[src/rtl/tdc_pkg.sv]
// tdc_pkg
//   Shared types and defaults for the TDC edge-counting readout stage.
//   - tdc_state_t      : measurement FSM state (IDLE, COUNT, HOLD)
//   - DEF_CNT_W        : default edge counter width
//   - DEF_TIMEOUT_CYC  : default COUNT-state timeout in clk cycles
//   - SYNC_STAGES      : synchroniser depth for the asynchronous inputs
package tdc_pkg;

    typedef enum logic [1:0] {
        IDLE  = 2'd0,
        COUNT = 2'd1,
        HOLD  = 2'd2
    } tdc_state_t;

    localparam int DEF_CNT_W       = 16;
    localparam int DEF_TIMEOUT_CYC = 4096;
    localparam int SYNC_STAGES     = 2;

endpackage

[src/rtl/tdc_sync_edge.sv]
// tdc_sync_edge
//   Brings one asynchronous strobe into the clk domain and flags its rising
//   edges with a one-cycle pulse.
//   Ports:
//     clk      in   system clock
//     rst_n    in   synchronous active-low reset
//     async_in in   asynchronous input
//     rise     out  registered one-cycle pulse per synchronised rising edge
//   An input that is high at clk edge N makes rise high during the cycle
//   after edge N+2 (3 clk of edge latency).
module tdc_sync_edge
    import tdc_pkg::*;
(
    input  logic clk,
    input  logic rst_n,
    input  logic async_in,
    output logic rise
);

    logic [SYNC_STAGES-1:0] sync_q;
    logic                   prev_q;

    always_ff @(posedge clk) begin
        if (!rst_n) begin
            sync_q <= '0;
            prev_q <= 1'b0;
            rise   <= 1'b0;
        end else begin
            sync_q <= {sync_q[SYNC_STAGES-2:0], async_in};
            prev_q <= sync_q[SYNC_STAGES-1];
            // Registered so downstream logic sees a clean flop output.
            rise   <= sync_q[SYNC_STAGES-1] & ~prev_q;
        end
    end

endmodule

[src/rtl/tdc_edge_counter.sv]
// tdc_edge_counter
//   Counts gated ring-oscillator rising edges between a start and a stop
//   strobe and offers the count as one result on a valid/ready handshake.
//   Ports:
//     clk, rst_n   system clock, synchronous active-low reset
//     i_start      asynchronous start strobe
//     i_stop       asynchronous stop strobe
//     i_osc        asynchronous gated oscillator (must stay below clk/2)
//     o_count      measured edge count, valid while o_valid
//     o_overflow   count saturated during this measurement
//     o_timeout    measurement ended by the timer instead of stop
//     o_valid      result available (state HOLD)
//     i_ready      consumer accepts the result
//     o_busy       measurement window open (state COUNT)
//   Build option: define TDC_TIMEOUT_EN to force a stop after TIMEOUT_CYC
//   clk cycles in COUNT. Without it o_timeout is constant 0.
module tdc_edge_counter
    import tdc_pkg::*;
#(
    parameter int CNT_W       = DEF_CNT_W,
    parameter int TIMEOUT_CYC = DEF_TIMEOUT_CYC
) (
    input  logic             clk,
    input  logic             rst_n,
    input  logic             i_start,
    input  logic             i_stop,
    input  logic             i_osc,
    output logic [CNT_W-1:0] o_count,
    output logic             o_overflow,
    output logic             o_timeout,
    output logic             o_valid,
    input  logic             i_ready,
    output logic             o_busy
);

    localparam logic [CNT_W-1:0] CNT_MAX = '1;

    logic       start_rise;
    logic       stop_rise;
    logic       osc_rise;
    logic       tmr_expire;
    logic       timeout_q;
    tdc_state_t state;

    tdc_sync_edge u_sync_start (.clk(clk), .rst_n(rst_n), .async_in(i_start), .rise(start_rise));
    tdc_sync_edge u_sync_stop  (.clk(clk), .rst_n(rst_n), .async_in(i_stop),  .rise(stop_rise));
    tdc_sync_edge u_sync_osc   (.clk(clk), .rst_n(rst_n), .async_in(i_osc),   .rise(osc_rise));

`ifdef TDC_TIMEOUT_EN
    localparam int               TMR_W    = $clog2(TIMEOUT_CYC + 1);
    localparam logic [TMR_W-1:0] TMR_LAST = TMR_W'(TIMEOUT_CYC - 1);

    logic [TMR_W-1:0] tmr_q;

    // Held at 0 outside COUNT, so it starts from 0 on every entry.
    always_ff @(posedge clk) begin
        if (!rst_n)
            tmr_q <= '0;
        else if (state == COUNT)
            tmr_q <= tmr_q + TMR_W'(1);
        else
            tmr_q <= '0;
    end

    // The edge that would take the timer to TIMEOUT_CYC ends the window,
    // so HOLD is entered exactly TIMEOUT_CYC cycles after entering COUNT.
    assign tmr_expire = (state == COUNT) && (tmr_q == TMR_LAST);
`else
    assign tmr_expire = 1'b0;
`endif

    always_ff @(posedge clk) begin
        if (!rst_n) begin
            state      <= IDLE;
            o_count    <= '0;
            o_overflow <= 1'b0;
            timeout_q  <= 1'b0;
            o_valid    <= 1'b0;
            o_busy     <= 1'b0;
        end else begin
            case (state)
                IDLE: begin
                    // Oscillator edges and a lone stop are ignored here.
                    if (start_rise) begin
                        o_count    <= '0;
                        o_overflow <= 1'b0;
                        timeout_q  <= 1'b0;
                        if (stop_rise) begin
                            state   <= HOLD;
                            o_valid <= 1'b1;
                        end else begin
                            state  <= COUNT;
                            o_busy <= 1'b1;
                        end
                    end
                end

                COUNT: begin
                    // An osc edge coincident with stop still counts.
                    if (osc_rise) begin
                        if (o_count == CNT_MAX)
                            o_overflow <= 1'b1;
                        else
                            o_count <= o_count + CNT_W'(1);
                    end
                    if (stop_rise || tmr_expire) begin
                        state     <= HOLD;
                        o_busy    <= 1'b0;
                        o_valid   <= 1'b1;
                        // stop wins over a timer expiring in the same cycle
                        timeout_q <= ~stop_rise;
                    end
                end

                HOLD: begin
                    // Start/stop edges here are dropped; result is frozen.
                    if (i_ready) begin
                        state   <= IDLE;
                        o_valid <= 1'b0;
                    end
                end

                default: begin
                    state   <= IDLE;
                    o_valid <= 1'b0;
                    o_busy  <= 1'b0;
                end
            endcase
        end
    end

    assign o_timeout = timeout_q;

endmodule

[config.mk]
export PLATFORM = sky130hd
export DESIGN_NAME = tdc_edge_counter
export DESIGN_NICKNAME = d
export VERILOG_FILES = /design/src/rtl/tdc_pkg.sv /design/src/rtl/tdc_sync_edge.sv /design/src/rtl/tdc_edge_counter.sv
export SDC_FILE = /design/constraint.sdc
export NUM_CORES = 1
export LEC_CHECK = 0
export BUFFER_PORTS_ARGS = -buffer_cell sky130_fd_sc_hd__clkbuf_2
export CAP_MARGIN = 20
export CORE_UTILIZATION = 32
export CTS_BUF_LIST = sky130_fd_sc_hd__clkbuf_4
export DETAILED_ROUTE_END_ITERATION = 8
export GPL_ROUTABILITY_DRIVEN = 0
export GPL_TIMING_DRIVEN = 0
export MAX_ROUTING_LAYER = met4
export PLACE_DENSITY = 0.5
export SLEW_MARGIN = 20
export SYNTH_ARGS = -nofsm -noshare
export SYNTH_HDL_FRONTEND = slang
export SYNTH_SLANG_ARGS = --single-unit
[constraint.sdc]
create_clock -name clk -period 2.09 [get_ports clk]
set_input_delay 0.627 -clock clk [delete_from_list [all_inputs] [get_ports clk]]
set_output_delay 0.627 -clock clk [all_outputs]
set_load 0.1 [all_outputs]
* Yosys cells after proc, flatten, opt, wreduce, memory -nomap -nowiden
Cells that the tools add are included.
Operators by class: eq/ne operators 10, muxes and demuxes 23, $add $sub $neg 1, reduce and logical (&&, ||, !) cells 8, bitwise logic cells 8
Operator list (count):
- 2-to-1 mux 16 bit | 3
- case mux 16 bit (2 select lines) | 1
- adder 16 x 1 -> 16 bit, second input constant | 1
- == test 16 bit, second input constant | 1
- AND reduction 4 bit | 3
- 2-to-1 mux 1 bit | 10
- 2-to-1 mux 2 bit | 4
- != test 2 bit, second input constant | 4
- != test 2 x 1 -> 1 bit, second input constant | 3
- case mux 1 bit (3 select lines) | 2
- case mux 2 bit (3 select lines) | 1
- AND reduction 3 bit | 2
- inverter 1 bit | 5
- case mux 1 bit (2 select lines) | 2
- bitwise AND 1 bit | 3
- == test 2 x 1 -> 1 bit, second input constant | 1
- == test 2 bit, second input constant | 1
- logical NOT 2 bit | 1
- AND reduction 2 bit | 1
- nonzero test 2 bit | 1
Word-level totals: output and inout port bits 20, word-level logic and storage cells 65, bits of input ports 6, flip-flop bits (word level) 34

* Depth between registers and ports, before layout
depth after elaboration 4, mapped depth 6, gate-level depth less buffers 5

* Hierarchy
Synthesis repeated with hierarchy kept, for this count alone.
Second synthesis, totals: cells, all modules 170, area, all modules 1551.5 µm²
By module, submodules not included:
- tdc_edge_counter | times used 1, area each 1217.4 µm², sequential area each 440.4 µm², cells each 146
- tdc_sync_edge | times used 3, area each 111.4 µm², sequential area each 80.1 µm², cells each 8

* Worst setup path after synthesis
No wires, ideal clock.
kind register -> register, start point reg o_count[0], end point reg o_count[14], stages on the path, launching flop included 6, required time 2.015 ns, path buffers 0, clock period less this slack 2.630 ns, arrival 2.555 ns, library setup time 0.075 ns, slack -0.540 ns, path through dfxtp_1 ha_1 nand3_2 or3_4 or4_1 a31oi_1
On the way: longest elaborated chain between the ends 4, elaborated cells between the ends (all ways) 7, those cells by class 1 x add/sub; 2 x eq/ne; 3 x mux; 1 x reduce/logical
RTL lines:
- start: declaration | line tdc_edge_counter.sv:28 | output logic [CNT_W-1:0] o_count,
- start signal: assignment | line tdc_edge_counter.sv:104 | o_count <= o_count + CNT_W'(1);
- adder 16 x 1 -> 16 bit | line tdc_edge_counter.sv:104
- 2-to-1 mux 16 bit | line tdc_edge_counter.sv:101 | if (o_count == CNT_MAX)
- 2-to-1 mux 16 bit | line tdc_edge_counter.sv:100 | if (osc_rise) begin
- case mux 16 bit (2 select lines) | line tdc_edge_counter.sv:81 | case (state)
Parallel ways exist; a longest one is shown, timed or not. The select of a mux whose other input is x is not followed. A chain may end at the register's enable or synchronous reset.

* Final worst setup path
Ends and elaborated chain as after synthesis.

==> summary.txt <==
Floorplan
  – Total core area: between 4000 and 5000 sq um
  – Height of the chip: 71.5 um
  – Effective utilization at floorplan: between 30% and 40%
  – Std cell rows: 24
  – Die width: about 72 um
  – Overall die area: 5120 sq um
  – Count of boundary I/O pins: 26

Final layout
  – Multi-input gate area in the final layout: 822 sq um
  – Area growth from synthesis to layout: 18.9%
  – Number of standard cells in the final layout excluding fillers: 257
  – Share of layout cells above drive strength 1: about 28%
  – Final core area utilization: between 40% and 50%
  – Post-layout net count: ~210
  – Diodes inserted: 0
  – Count of fill cells added during filler insertion: about 480
  – Storage element area: roughly 710 sq um

Detailed routing
  – Routed wire length: roughly 3900 um
  – Detailed Routing Iterations Pass 1: 4
  – Detailed-route DRC error count: 0
  – Count of antenna-violating nets left after detailed routing: 0
  – Per-cell routed wire length: about 15 um
  – Per-cell via count in the routed design: 5.59
  – Initial DRC Count: between 80 and 90
  – Count of vias placed by the detailed router: roughly 1400

GRT
  – Global-route wire length before repair: 6740 um
  – GRT Util Overall: between 10% and 20%
  – Number of antenna violations at the first check in global routing: 0
  – Aggregate global routing overflow: 0
  – Largest net degree at the start of global routing: 12
  – Via count of the first global-routing pass: between 1000 and 1500

Clock network
  – Clk sink count: 34
  – Total clock buffers created by CTS: 5
  – Clock slew seen by the registers of the worst setup and hold paths: roughly 110 ps
  – H-tree depth: 2
  – CTS hold repair buffers: 0
  – Maximum buffer depth of the clock tree: 2
  – Clock tree from TritonCTS: yes
  – Cell at the root of the clock tree: sky130_fd_sc_hd__clkbuf_4
  – Clock latency of the later-clocked register in the worst-skew pair: roughly 340 ps

Timing
  – Final hold vios: 0
  – Headroom to the max-slew limit: between 60 and 70%
  – RSZ-0062 raised after global routing: false
  – Slew at the pin closest to its max-slew limit: 594 ps
  – Shortest clock period the worst path allows after layout: just under 2000 ps
  – Setup violation total in the final timing report: 0
  – Share of the clock period used by the worst path after layout: a little over 90%
  – Setup TNS: 0 ps
  – Hold slack final: 386 ps
  – Max frequency: 515 MHz
  – Final Max Slew Viols: 0
  – Fin Clk Skew: ~5.5 ps

Yosys
  – Post-synth top area share: 44.0%
  – Number of enable-type register cells in the synthesized netlist: 0
  – Number of cells produced by synthesis: 172
  – Top post-synthesis cells by area: sky130_fd_sc_hd__dfxtp_1 44%, sky130_fd_sc_hd__o211ai_1 4.9%, sky130_fd_sc_hd__and2_1 4.4%
  – Avg Inst Size Synth: between 8 and 9 sq um
  – Library cell occupying the most area in the post-synthesis netlist: sky130_fd_sc_hd__dfxtp_1
  – Ys flop type: sky130_fd_sc_hd__dfxtp_1
  – Number of storage elements in the synthesis netlist: 34
  – Sequential area share after synthesis: 44.0%
  – Share of flip-flops with an asynchronous set or reset after synthesis: 0%
  – Combined area of all synthesized cells: roughly 1500 sq um
  – Synth cell types: 44
  – Synthesis Warnings: 0
  – Post-synth net total: around 180

Run
  – Max_cap viols: 0

Critical path
  – Critical path buffers and inverters: 0
  – Kind of capture point of the worst setup path: flip-flop
  – Kind of cell adding the most delay to the critical path: simple AND/OR/NAND/NOR gates
  – Worst path slowest cell: sky130_fd_sc_hd__or4_1
  – Crit path cell chain: ha_1 > nand3_4 > or3_4 > or4_1 > a31oi_1
  – Crit start category: flip-flop
  – Arrival time of the worst setup path: ~2200 ps
  – Maximum net fanout on the critical path: 8
  – Class of the most critical setup path: reg -> reg
  – Delay of the slowest cell on the worst path: about 470 ps
  – CP required: ~2400 ps

Outcome
  – Outcome: finished clean

Power and ir drop
  – Worst vdd rail ir drop: approximately 0.26 mV
  – Power per unit of standard cell area: 594 nW/um^2
  – Pwr Total: roughly 1100 uW
  – Leakage: 0.000699 uW

Placed design
  – Instance count after placement with tap cells included: ~250
  – HPWL after DPL: 2800 um
  – # port buffers: 24

Worst hold path
  – Path type of the worst min-delay path: reg -> reg
## cells in the mapped netlist, drive strengths merged (4+ instances only)
master and n:
dfxtp 34, and2 11, nand2 11, o211ai 10, a21oi 8, inv 8, nand3 8, nor2 8
o21ai 8, or4 8, nand4 6, nor2b 5, a31oi 4, and3 4, buf 4
## cell families (layout without fill, tap and decap cells)
| family | count (synthesis) | in the layout | synth area share (%) |
|---|---|---|---|
| AO/OA/AOI/OAI | 45 | 45 | 19.7 |
| adder cells (fa/ha/maj) | 1 | 1 | 0.808 |
| buffers and inverters | 15 | 48 | 3.96 |
| flip-flops | 34 | 34 | 44.0 |
| multiplexers | 2 | 2 | 1.29 |
| AND/OR/NAND/NOR | 75 | 75 | 30.2 |
## where the power goes
part / switching [uW] / internal (uW) / total [uW]
clock network: 235 / 125 / 360
registers: 5.61 / 655 / 661
logic: 50.8 / 20.6 / 71.4
total: 292 / 801 / 1090
## path summary, 6_finish.rpt
| path | slack [ps] | end | depth (start not counted) | start |
|---|---|---|---|---|
| setup / recovery | 150 | o_count[14] | 5 | o_count[0] |
| hold / removal | 390 | u_sync_osc.rise | 1 | u_sync_osc.prev_q |
| hold reg to reg | 390 | u_sync_osc.rise | 1 | u_sync_osc.prev_q |
| setup reg to reg | 150 | o_count[14] | 5 | o_count[0] |
## per-layer routing
metal | wire length, um | GRT usage [%] | vias to the layer above
met2 | 1690 | 26.2 | 47
met5 | 0 | - | -
met4 | 87 | 7.19 | 0
met1 | 1910 | 23.2 | 664
li1 | - | - | 716
met3 | 202 | 3.52 | 9
## timing repair
item	4_1_cts	5_1_grt
gates cloned	0	0
buffers inserted	1	0
resized for setup	1	2
hold endpoints to repair	0	0
pin swaps	1	0
endpoints found under the setup margin	13	5
## layout by cell type, fill, tap and decap left out, types with 2 or more instances in the layout
master	synthesis	routed
sky130_fd_sc_hd__a211oi_1	2	2
sky130_fd_sc_hd__a21oi_1	8	8
sky130_fd_sc_hd__a31oi_1	4	4
sky130_fd_sc_hd__and2_1	11	11
sky130_fd_sc_hd__and3_1	4	4
sky130_fd_sc_hd__and4_1	2	2
sky130_fd_sc_hd__buf_2	4	3
sky130_fd_sc_hd__clkbuf_1	3	3
sky130_fd_sc_hd__clkbuf_2	0	24
sky130_fd_sc_hd__clkbuf_4	0	6
sky130_fd_sc_hd__dfxtp_1	34	18
sky130_fd_sc_hd__dfxtp_2	0	13
sky130_fd_sc_hd__dfxtp_4	0	3
sky130_fd_sc_hd__inv_1	8	8
sky130_fd_sc_hd__mux2i_1	2	2
sky130_fd_sc_hd__nand2_1	11	11
sky130_fd_sc_hd__nand2b_1	3	3
sky130_fd_sc_hd__nand3_1	7	7
sky130_fd_sc_hd__nand4_1	5	5
sky130_fd_sc_hd__nor2_1	8	8
sky130_fd_sc_hd__nor2b_1	5	5
sky130_fd_sc_hd__nor4_1	2	2
sky130_fd_sc_hd__o211ai_1	10	10
sky130_fd_sc_hd__o21ai_0	5	5
sky130_fd_sc_hd__o21ai_1	3	3
sky130_fd_sc_hd__o311ai_0	2	2
sky130_fd_sc_hd__o31ai_1	2	2
sky130_fd_sc_hd__or4_1	7	7
## stage by stage
step	instance area, sq um	setup slack, ps
finish	1840	150
global route	1840	9.06
CTS	1830	74.8
detailed placement	1760	-189
global placement	1760	-167
floorplan	1580	16.3
## state kept, by name, indices dropped and copies added, names as in the netlist
| signal | count |
|---|---|
| o_overflow | 1 |
| o_valid | 1 |
| o_busy | 1 |
| u_sync_stop.prev_q | 1 |
| state | 2 |
| u_sync_stop.rise | 1 |
| u_sync_start.prev_q | 1 |
| u_sync_osc.sync_q | 2 |
| o_count | 16 |
| u_sync_osc.rise | 1 |
| u_sync_stop.sync_q | 2 |
| o_timeout | 1 |
| u_sync_start.sync_q | 2 |
| u_sync_start.rise | 1 |
| u_sync_osc.prev_q | 1 |
## layout make-up
| class | instances | area share [%] |
|---|---|---|
| timing repair buffer | 25 | 6.93 |
| multi-input combinational | 123 | 44.7 |
| clock buffer | 5 | 2.04 |
| inverter | 8 | 1.63 |
| clock inverter | 3 | 0.884 |
| tap | 52 | 3.54 |
| sequential | 34 | 38.5 |
| buffer | 7 | 1.84 |
(Power assumes the default switching activity.)
